File: src/rtl/mc_control_if.sv
// ALU operation select type and the control-unit bus bundle.
// The master side is the control unit: it reads instruction fields and
// datapath/memory status and drives every datapath/memory control line.
// The slave side is the datapath, instruction register and memory port.

package typedefs_pkg;
  typedef enum logic [3:0] {
    ALU_ADD  = 4'd0,
    ALU_SUB  = 4'd1,
    ALU_SLL  = 4'd2,
    ALU_SLT  = 4'd3,
    ALU_SLTU = 4'd4,
    ALU_XOR  = 4'd5,
    ALU_SRL  = 4'd6,
    ALU_SRA  = 4'd7,
    ALU_OR   = 4'd8,
    ALU_AND  = 4'd9
  } aluop_sel_t;
endpackage

interface mc_control_if;
  import typedefs_pkg::*;

  logic [6:0] opcode;
  logic [2:0] funct3;
  logic       funct7b5;
  logic       zero;
  logic       mem_ready;

  logic       mem_req;
  logic       mem_we;
  logic       adr_src;
  logic       ir_write;
  logic       pc_write;
  logic       reg_write;
  logic [1:0] alu_src_a;
  logic [1:0] alu_src_b;
  logic [1:0] result_src;
  logic [2:0] imm_src;
  aluop_sel_t alu_sel;
  logic       retire;
  logic       illegal;

  modport master (
    input  opcode, funct3, funct7b5, zero, mem_ready,
    output mem_req, mem_we, adr_src, ir_write, pc_write, reg_write,
           alu_src_a, alu_src_b, result_src, imm_src, alu_sel,
           retire, illegal
  );

  modport slave (
    output opcode, funct3, funct7b5, zero, mem_ready,
    input  mem_req, mem_we, adr_src, ir_write, pc_write, reg_write,
           alu_src_a, alu_src_b, result_src, imm_src, alu_sel,
           retire, illegal
  );
endinterface

File: src/rtl/mc_control.sv
// Multicycle control unit for the simplified RV32I core.
// Walks each instruction through fetch, decode, execute, memory and
// writeback states. The state register is the only storage; every control
// output is decoded combinationally from the state and the current inputs,
// so memory wait cycles simply hold the state and its outputs.

module mc_control
  import typedefs_pkg::*;
(
  input  logic          clk,
  input  logic          rst_n,
  mc_control_if.master  bus
);

  localparam logic [6:0] OP_LOAD   = 7'b0000011;
  localparam logic [6:0] OP_STORE  = 7'b0100011;
  localparam logic [6:0] OP_RALU   = 7'b0110011;
  localparam logic [6:0] OP_IALU   = 7'b0010011;
  localparam logic [6:0] OP_BRANCH = 7'b1100011;
  localparam logic [6:0] OP_JAL    = 7'b1101111;
  localparam logic [6:0] OP_LUI    = 7'b0110111;

  localparam logic [2:0] IMM_I = 3'b000;
  localparam logic [2:0] IMM_S = 3'b001;
  localparam logic [2:0] IMM_B = 3'b010;
  localparam logic [2:0] IMM_U = 3'b100;

  typedef enum logic [3:0] {
    S_FETCH,
    S_DECODE,
    S_MEMADR,
    S_MEMREAD,
    S_MEMWB,
    S_MEMWRITE,
    S_EXECUTER,
    S_EXECUTEI,
    S_LUI,
    S_ALUWB,
    S_BRANCH,
    S_JAL,
    S_TRAP
  } state_t;

  state_t state;
  state_t next_state;

  // funct3/funct7b5 to ALU operation; SUB only exists for register-register ops
  function automatic aluop_sel_t funct_alu(input logic [2:0] f3,
                                           input logic       f7b5,
                                           input logic       is_rtype);
    aluop_sel_t op;
    case (f3)
      3'b000:  op = (is_rtype && f7b5) ? ALU_SUB : ALU_ADD;
      3'b001:  op = ALU_SLL;
      3'b010:  op = ALU_SLT;
      3'b011:  op = ALU_SLTU;
      3'b100:  op = ALU_XOR;
      3'b101:  op = f7b5 ? ALU_SRA : ALU_SRL;
      3'b110:  op = ALU_OR;
      default: op = ALU_AND;
    endcase
    return op;
  endfunction

  // State register; reset aborts any instruction straight back to fetch
  always_ff @(posedge clk or negedge rst_n) begin
    if (!rst_n) begin
      state <= S_FETCH;
    end else begin
      state <= next_state;
    end
  end

  // Next-state and control decode; memory states hold until mem_ready
  always_comb begin
    next_state     = state;
    bus.mem_req    = 1'b0;
    bus.mem_we     = 1'b0;
    bus.adr_src    = 1'b0;
    bus.ir_write   = 1'b0;
    bus.pc_write   = 1'b0;
    bus.reg_write  = 1'b0;
    bus.alu_src_a  = 2'b00;
    bus.alu_src_b  = 2'b00;
    bus.result_src = 2'b00;
    bus.imm_src    = IMM_I;
    bus.alu_sel    = ALU_ADD;
    bus.retire     = 1'b0;
    bus.illegal    = 1'b0;

    case (state)
      S_FETCH: begin
        bus.mem_req    = 1'b1;
        bus.alu_src_b  = 2'b10;
        bus.result_src = 2'b10;
        if (bus.mem_ready) begin
          bus.ir_write = 1'b1;
          bus.pc_write = 1'b1;
          next_state   = S_DECODE;
        end
      end

      S_DECODE: begin
        bus.alu_src_a = 2'b01;
        bus.alu_src_b = 2'b01;
        bus.imm_src   = IMM_B;
        case (bus.opcode)
          OP_LOAD, OP_STORE: next_state = S_MEMADR;
          OP_RALU:           next_state = S_EXECUTER;
          OP_IALU:           next_state = S_EXECUTEI;
          OP_BRANCH:         next_state = (bus.funct3[2:1] == 2'b00) ? S_BRANCH : S_TRAP;
          OP_JAL:            next_state = S_JAL;
          OP_LUI:            next_state = S_LUI;
          default:           next_state = S_TRAP;
        endcase
      end

      S_MEMADR: begin
        bus.alu_src_a = 2'b10;
        bus.alu_src_b = 2'b01;
        if (bus.opcode == OP_STORE) begin
          bus.imm_src = IMM_S;
          next_state  = S_MEMWRITE;
        end else begin
          bus.imm_src = IMM_I;
          next_state  = S_MEMREAD;
        end
      end

      S_MEMREAD: begin
        bus.mem_req = 1'b1;
        bus.adr_src = 1'b1;
        if (bus.mem_ready) begin
          next_state = S_MEMWB;
        end
      end

      S_MEMWB: begin
        bus.result_src = 2'b01;
        bus.reg_write  = 1'b1;
        bus.retire     = 1'b1;
        next_state     = S_FETCH;
      end

      S_MEMWRITE: begin
        bus.mem_req = 1'b1;
        bus.mem_we  = 1'b1;
        bus.adr_src = 1'b1;
        if (bus.mem_ready) begin
          bus.retire = 1'b1;
          next_state = S_FETCH;
        end
      end

      S_EXECUTER: begin
        bus.alu_src_a = 2'b10;
        bus.alu_src_b = 2'b00;
        bus.alu_sel   = funct_alu(bus.funct3, bus.funct7b5, 1'b1);
        next_state    = S_ALUWB;
      end

      S_EXECUTEI: begin
        bus.alu_src_a = 2'b10;
        bus.alu_src_b = 2'b01;
        bus.imm_src   = IMM_I;
        bus.alu_sel   = funct_alu(bus.funct3, bus.funct7b5, 1'b0);
        next_state    = S_ALUWB;
      end

      S_LUI: begin
        bus.alu_src_a = 2'b11;
        bus.alu_src_b = 2'b01;
        bus.imm_src   = IMM_U;
        next_state    = S_ALUWB;
      end

      S_ALUWB: begin
        bus.reg_write = 1'b1;
        bus.retire    = 1'b1;
        next_state    = S_FETCH;
      end

      S_BRANCH: begin
        bus.alu_src_a = 2'b10;
        bus.alu_src_b = 2'b00;
        bus.alu_sel   = ALU_SUB;
        bus.retire    = 1'b1;
        bus.pc_write  = bus.funct3[0] ? !bus.zero : bus.zero;
        next_state    = S_FETCH;
      end

      S_JAL: begin
        bus.alu_src_a = 2'b01;
        bus.alu_src_b = 2'b10;
        bus.pc_write  = 1'b1;
        next_state    = S_ALUWB;
      end

      S_TRAP: begin
        bus.illegal = 1'b1;
      end

      default: begin
        next_state = S_FETCH;
      end
    endcase
  end

endmodule

File: src/flat_wrapper.sv
// flat-port wrapper written by rule: the top's interface ports become plain ports
module mc_control_flat import typedefs_pkg::*;
  (clk, rst_n, bus_opcode, bus_funct3, bus_funct7b5, bus_zero, bus_mem_ready, bus_mem_req, bus_mem_we, bus_adr_src, bus_ir_write, bus_pc_write, bus_reg_write, bus_alu_src_a, bus_alu_src_b, bus_result_src, bus_imm_src, bus_alu_sel, bus_retire, bus_illegal);
  mc_control_if bus_i ();
  input  logic clk;
  input  logic rst_n;
  input wire logic [$bits(bus_i.opcode)-1:0] bus_opcode;
  input wire logic [$bits(bus_i.funct3)-1:0] bus_funct3;
  input wire logic [$bits(bus_i.funct7b5)-1:0] bus_funct7b5;
  input wire logic [$bits(bus_i.zero)-1:0] bus_zero;
  input wire logic [$bits(bus_i.mem_ready)-1:0] bus_mem_ready;
  output wire logic [$bits(bus_i.mem_req)-1:0] bus_mem_req;
  output wire logic [$bits(bus_i.mem_we)-1:0] bus_mem_we;
  output wire logic [$bits(bus_i.adr_src)-1:0] bus_adr_src;
  output wire logic [$bits(bus_i.ir_write)-1:0] bus_ir_write;
  output wire logic [$bits(bus_i.pc_write)-1:0] bus_pc_write;
  output wire logic [$bits(bus_i.reg_write)-1:0] bus_reg_write;
  output wire logic [$bits(bus_i.alu_src_a)-1:0] bus_alu_src_a;
  output wire logic [$bits(bus_i.alu_src_b)-1:0] bus_alu_src_b;
  output wire logic [$bits(bus_i.result_src)-1:0] bus_result_src;
  output wire logic [$bits(bus_i.imm_src)-1:0] bus_imm_src;
  output wire logic [$bits(bus_i.alu_sel)-1:0] bus_alu_sel;
  output wire logic [$bits(bus_i.retire)-1:0] bus_retire;
  output wire logic [$bits(bus_i.illegal)-1:0] bus_illegal;
  assign bus_i.opcode = bus_opcode;
  assign bus_i.funct3 = bus_funct3;
  assign bus_i.funct7b5 = bus_funct7b5;
  assign bus_i.zero = bus_zero;
  assign bus_i.mem_ready = bus_mem_ready;
  assign bus_mem_req = bus_i.mem_req;
  assign bus_mem_we = bus_i.mem_we;
  assign bus_adr_src = bus_i.adr_src;
  assign bus_ir_write = bus_i.ir_write;
  assign bus_pc_write = bus_i.pc_write;
  assign bus_reg_write = bus_i.reg_write;
  assign bus_alu_src_a = bus_i.alu_src_a;
  assign bus_alu_src_b = bus_i.alu_src_b;
  assign bus_result_src = bus_i.result_src;
  assign bus_imm_src = bus_i.imm_src;
  assign bus_alu_sel = bus_i.alu_sel;
  assign bus_retire = bus_i.retire;
  assign bus_illegal = bus_i.illegal;
  mc_control u_core (.clk(clk), .rst_n(rst_n), .bus(bus_i));
endmodule
File: config.mk
export PLATFORM = sky130hd
export DESIGN_NAME = mc_control_flat
export DESIGN_NICKNAME = d
export VERILOG_FILES = /design/src/rtl/mc_control_if.sv /design/src/rtl/mc_control.sv /design/src/flat_wrapper.sv
export SDC_FILE = /design/constraint.sdc
export NUM_CORES = 1
export LEC_CHECK = 0
export CAP_MARGIN = 20
export CELL_PAD_IN_SITES_DETAIL_PLACEMENT = 0
export CELL_PAD_IN_SITES_GLOBAL_PLACEMENT = 1
export CORE_ASPECT_RATIO = 1.2
export CORE_MARGIN = 2
export CORE_UTILIZATION = 28
export CTS_CLUSTER_DIAMETER = 150
export CTS_CLUSTER_SIZE = 10
export DETAILED_ROUTE_END_ITERATION = 8
export GPL_TIMING_DRIVEN = 0
export MAX_ROUTING_LAYER = met4
export PLACE_DENSITY_LB_ADDON = 0.1
export SLEW_MARGIN = 20
export SYNTH_ARGS = -nofsm -noshare
export SYNTH_HDL_FRONTEND = slang
export SYNTH_SLANG_ARGS = --single-unit
File: constraint.sdc
create_clock -name clk -period 3.4 [get_ports clk]
set_input_delay 0.68 -clock clk [delete_from_list [all_inputs] [get_ports clk]]
set_output_delay 0.68 -clock clk [all_outputs]
set_load 0.05 [all_outputs]
==> key figures <==
Placement
  – Placed Area: 0.00111 mm²
  – Final Wtd Congestion: 0.837
  – IO Port Bufs: 34
  – Post-DP HPWL: 1.79 mm
  – Dpl ws: -0.0190 ns

Finish
  – Max reg flops: 4
  – Final core occ: 45.3%
  – Antenna diodes: 0
  – Top flop regs: u_core.state (4)
  – Area Growth Syn to Fin: 55.4%
  – Nets: 168
  – Top reg by flops: u_core.state
  – Final non-filler cell area: 0.00113 mm²
  – Share of layout cells above drive strength 1: 8.61%

Yosys
  – Register area share after synthesis: 13.7%
  – Gate Count Post-Synth: 114
  – Yosys reg bits: 4
  – Top_reg_cell synth: dfrtp_1
  – Netlist Area Pre-Place: 729 µm²
  – Post-synth top area cell: dfrtp_1
  – Avg Inst Size Synth: 6.40 µm²
  – Syn. warnings: 0
  – Synth top area share: 13.7%
  – Yosys cell types: 41
  – Area contributors post-synth: dfrtp_1 14%, nor2_1 7.7%, nand2b_1 6.9%, a21oi_1 4.8%, nand2_1 4.6%
  – Fraction of registers with async set or reset after synthesis: 100%
  – Net Count, Synth: 129
  – EDFF count, synth: 0

Timing
  – Setup TNS: 0 ns
  – Final setup margin: 0.177 ns
  – Fin. max-slew vios: 0
  – Max frequency: 0.310 GHz
  – Final setup fails: 0
  – Layout Skew: 0.00362 ns
  – Slew margin rel.: 66.0%
  – Period utilization: 94.8%
  – Fin crit period: 3.22 ns
  – Actual slew at the worst max-slew pin: 0.509 ns
  – Final hold viol count: 0
  – RSZ-0062 raised after global routing: no

Setup path
  – R2R Path Start: u_core.state[3]$_DFFE_PN0P_
  – Worst Path Required: 2.72 ns
  – Crit path kind: in2out
  – R2R depth: 5
  – Arr. time, crit path: 2.54 ns
  – CP endpoint kind: primary output
  – Startpoint types: primary input
  – CP Max Fanout: 6
  – Worst setup path startpoint: bus_funct3[0]

GRT
  – Largest net degree at the start of global routing: 11
  – First-pass GRT wire length: 3.87 mm
  – Remaining global-route overflow: 0
  – Vias in the first global route: 892
  – GRT Resource Usage Total: 16.7%
  – Initial antenna violation count: 0

Floorplanning
  – Io pins: 36
  – Width of the die: 50.6 µm
  – Die area: 0.00303 mm²
  – Row cnt: 20
  – Die height: 59.9 µm
  – Initial Utilization: 29.2%
  – Core area: 0.00250 mm²

CTS
  – Root buf cell: clkbuf_4
  – Clock tree sinks: 4
  – Clk buf depth: 2
  – Clock slew at reported path FFs: 0.04 ns
  – CTS tree: done
  – CTS Buf Count: 3
  – Hold-fix buffers at CTS: 0
  – Clock latency on the worst-skew pair: 0.24 ns
  – H-tree depth: 1

Route
  – DR pass1 iterations: 4
  – Total number of vias: 956
  – Routed len/inst: 12.6 µm
  – Drt first-iter violations: 30
  – Total wire length: 2.32 mm
  – DRT antenna net count: 0
  – DRC: 0
  – Routed vias/inst: 5.20

Pwr
  – Maximum vdd drop: 521 µV
  – Pwr Density: 967 mW/mm²
  – P_leak: 0.431 nW

Flow run
  – # Max-Cap Violations: 0

Outcome
  – Outcome: finished, final reports clean

Worst hold path
  – Worst hold path type: in2async
-- kinds of logic (layout without fill, tap and decap cells) --
logic type	count (synthesis)	after routing	share of synthesized area, %
buffers and inverters	13	50	7.38
flip-flops	4	4	13.7
AO/OA/AOI/OAI	34	34	31.0
XOR/XNOR	3	3	3.60
multiplexers	3	3	4.46
AND/OR/NAND/NOR	57	57	39.8
-- metrics by stage --
step | hold WS, ns | instances | power, W
global route | 0.658 | 184 | 0.00117
global placement | 0.734 | 181 | 0.00104
detailed placement | 0.732 | 181 | 0.00104
floorplan | 0.384 | 114 | 0.000755
CTS | 0.641 | 184 | 0.00110
finish | 0.637 | 184 | 0.00110
-- layer usage --
layer / GRT usage [%] / part of all wire [%] / vias up
met2: 30.3 / 50 / 33
met3: 0.250 / 4.8 / 2
li1: - / - / 486
met4: 5.79 / 0.73 / 0
met5: - / 0 / -
met1: 19.9 / 45 / 435
-- power by group --
| group | total (W) | switching (W) | leakage [nW] | internal (W) |
|---|---|---|---|---|
| combinational | 0.000960 | 0.000635 | 0.365 | 0.000325 |
| clock | 0.0000621 | 0.0000224 | 0.0138 | 0.0000397 |
| sequential | 0.0000744 | 0.00000887 | 0.0520 | 0.0000655 |
| total | 0.00110 | 0.000666 | 0.431 | 0.000430 |
-- layout make-up --
class	instances	area (µm²)
clock buffer	3	22.5
multi-input combinational	97	576
inverter	3	11.3
sequential	4	100
tap	33	41.3
fill	279	1370
timing repair buffer	34	340
buffer	10	42.5
-- synthesized netlist by cell type (3+ instances only) --
cell type   n
a21oi_1     7
nor2_1     15
nand2_1     9
a31oi_1     3
nor2b_1     4
dfrtp_1     4
nor3_1      5
inv_1       3
buf_2       4
nand2b_1    8
clkbuf_1    4
nand3_1     4
o21ai_0     5
o211ai_1    4
-- cell usage in the layout (no fill, tap or decap), types with 2 or more instances in the layout --
cell | Yosys | routed
xnor2_1 | 2 | 2
nor2b_1 | 4 | 4
a21oi_1 | 7 | 7
nor2_1 | 15 | 15
clkdlybuf4s50_1 | 0 | 31
inv_1 | 3 | 3
or3_1 | 2 | 2
o32ai_1 | 2 | 2
buf_1 | 2 | 2
dfrtp_1 | 4 | 4
mux2_2 | 2 | 2
clkbuf_1 | 4 | 4
o21bai_1 | 2 | 2
nand2b_1 | 8 | 8
buf_2 | 4 | 4
o21ai_0 | 5 | 5
a211oi_1 | 2 | 2
nor3_1 | 5 | 5
o211ai_1 | 4 | 4
clkbuf_4 | 0 | 3
nand2_1 | 9 | 9
a31oi_1 | 3 | 3
o22ai_1 | 2 | 2
dlygate4sd2_1 | 0 | 2
nand3_1 | 4 | 4
-- worst paths after layout --
path                       slack [ns]                           to
max                              0.18                 bus_pc_write
min                              0.64  u_core.state[2]$_DFFE_PN0P_
max reg2reg                      1.83  u_core.state[0]$_DFFE_PN0P_
min reg2reg                      0.74  u_core.state[0]$_DFFE_PN0P_
max in group asynchronous        2.60  u_core.state[3]$_DFFE_PN0P_
min in group clk                 0.74  u_core.state[0]$_DFFE_PN0P_
-- worst max-delay path, cell delays in order --
cell and delay, ns:
clkdlybuf4s50_1 0.59, xor2_1 0.20, o211ai_1 0.10, a21oi_1 0.16, clkdlybuf4s50_1 0.82
-- timing repair --
item / in CTS / in global routing
hold endpoints to repair: 0 / 0
pin swaps: 0 / 0
buffers inserted: 0 / 0
resized for setup: 2 / 1
endpoints found under the setup margin: 2 / 1
Note: power is estimated with default switching activity, not from simulation.
==> edit, RTL diff (config.mk and constraints unchanged) <==
Make the reset (`rst_n`) synchronous in one clocked block.
--- a/src/rtl/mc_control.sv
+++ b/src/rtl/mc_control.sv
@@ -64,5 +64,5 @@
 
   // State register; reset aborts any instruction straight back to fetch
-  always_ff @(posedge clk or negedge rst_n) begin
+  always_ff @(posedge clk) begin
     if (!rst_n) begin
       state <= S_FETCH;
Function: differs if rst_n is asserted again (counterexample within 4 cycles, from zero or initial values and one cycle with rst_n low); with rst_n held inactive, the same outputs for 10 cycles.
==> edit against the unedited design <==
Sequential cell count unchanged; cell area is 4.2% higher; critical path depth up 1; area after synthesis up 6.7%; wire length grew 11%; worst setup slack got worse by 36 ps.
Power is not compared: it rests on default switching activity, and its combinational part moved more than twofold at a synthesized area within 25%.
==> edit: results (changes against the unedited design) <==
** Run status
- Result of the run :: completed

** Worst setup path
- Endpoint of the most critical setup path :: bus_alu_sel[0]
- The highest cell delay on the worst timing path is 840 ps (+20 ps).
- The highest net fanout along the worst path is 8 (+2).
- The register-to-register setup slack was 1920 ps (+90 ps).
- Register-to-Register Path Depth :: 6 (+1)
- The data arrival time of the worst path is 2580 ps (+40 ps).
- The most critical setup path has its startpoint at bus_funct3[1].
- In this run the critical register-to-register path is captured at u_core.state[0]$_SDFFE_PN0P_.
- Reg2Reg Launch Point :: u_core.state[0]$_SDFFE_PN0P_

** STA
- Worst slack on hold paths :: 740 ps (+103 ps)
- The worst slew margin relative to its limit is 65.3% (-0.71 points).
- Post-route fraction of the period consumed by the critical path :: 95.9% (+1.1 points)
- The setup skew after layout was 7.00 ps (+3.38 ps).

** Min path
- Worst min path class :: reg2reg
- Hold path startpoint :: u_core.state[2]$_SDFFE_PN0P_

** Detailed routing
- Vias after detailed routing :: 1026 (+7.3%)
- The detailed-route vias per instance was 5.37 (+3.4%).
- Drt wl/cell :: 13.5 um (+6.7%)

** Logic synthesis
- The post-synthesis area per instance is 6.43 sq um (+0.52%).
- FFs w/ async S/R, synth :: 0% (-100 points)
- The share of the yosys chip area belonging to registers was 10.3% (-3.4 points).
- Nets in the synthesized netlist :: 136 (+5.4%)
- Sorting the synthesized cells by area gives the leading types as dfxtp_1, nor2_1, a21oi_1.
- By count the netlist is led by nor2_1, a21oi_1, nand2_1.
- The count of unique library cells instantiated by Yosys was 39 (-4.9%).

** CTS
- For the worst-skew pair, the clock arrives at the later sink with an insertion delay of 250 ps.
- The tree is rooted in a clkbuf_4.
- The count of H-tree levels built during CTS came to 1 (unchanged).
- Clock-pin transition on the worst setup and hold timing paths :: 40 ps (about the same)

** GRT
- Via count of the first global-routing pass :: 947 (+6.2%)
- Wire length of the first global-routing pass :: 4320 um (+12%)
- Global router's overall resource usage :: 18.3% (+1.6 points)
- Met2 Resource Use GR :: 30.7% (+0.48 points)
- The met1 track demand over resource was 23.2% (+3.2 points).
- The met3 layer usage reported by global route is 2.15% (+1.9 points).

** Placed design
- The number of port buffers came to 34 (unchanged).
- The HPWL after detailed placement was 1960 um (+9.4%).
- The minimum setup slack after placement was -16.4 ps (+2.64 ps).
- Placed inst area :: 0.00116 sq mm (+4.4%)
- The weighted congestion reported at the end of routability-driven placement was 0.873 (+4.3%).

** Finish
- The largest registers in the layout are u_core.state x4.
- The final net count is 175 (+4.2%).
- Proportion of layout cells with a drive suffix above 1 :: 13.9% (+5.3 points)

** Power
- In this run the static leakage power is 0.000458 uW.
-- edit: cell types whose count changed after synthesis, sizes merged, moves of 3 or more --
cell,before,now
inv,3,6
nor2b,4,1
nand3,4,8
and3,1,6
dfrtp,4,0
a21oi,8,12
o211ai,4,1
nor3,5,10
nand2b,8,4
dfxtp,0,4
buf,6,9
-- edit: power by group --
| part | total (uW) | internal, uW | switching, uW |
|---|---|---|---|
| clock network | 60.8 | 39.6 | 21.3 |
| registers | 52.9 | 52.0 | 0.876 |
| logic | 341 | 117 | 224 |
-- edit: cell families (layout without fill, tap and decap cells) --
logic type	count (synthesis)	in the layout	share of synthesized area, %
AND/OR/NAND/NOR	62	62	42.3
AO/OA/AOI/OAI	33	33	29.3
buffers and inverters	17	54	10.6
flip-flops	4	4	10.3
XOR/XNOR	3	3	4.34
multiplexers	2	2	3.21
-- edit: metal layers --
metal	vias to the layer above	part of all wire [%]
met5	-	0
met4	0	0.62
met3	2	6.9
met2	40	49
met1	474	44
li1	510	-
-- edit: area by class of cell --
cell class | count | area (sq um)
Buffer | 11 | 60.1
Clock buffer | 3 | 22.5
Fill cell | 279 | 1400
Inverter | 6 | 22.5
Multi-Input combinational cell | 100 | 616
Sequential cell | 4 | 80.1
Tap cell | 33 | 41.3
Timing Repair Buffer | 34 | 339
-- edit: worst reg2reg max path, stage by stage (launching register included) --
cell	delay [ps]
dfxtp_1	280
buf_2	160
xnor2_2	240
nor2_1	70
nor3_1	180
o31ai_1	130
o41ai_1	320
-- edit: timing repair --
item | 4_1_cts | 5_1_grt
setup endpoints to repair | 1 | 0
buffers inserted | 0 | 0
gates resized for setup | 1 | 0
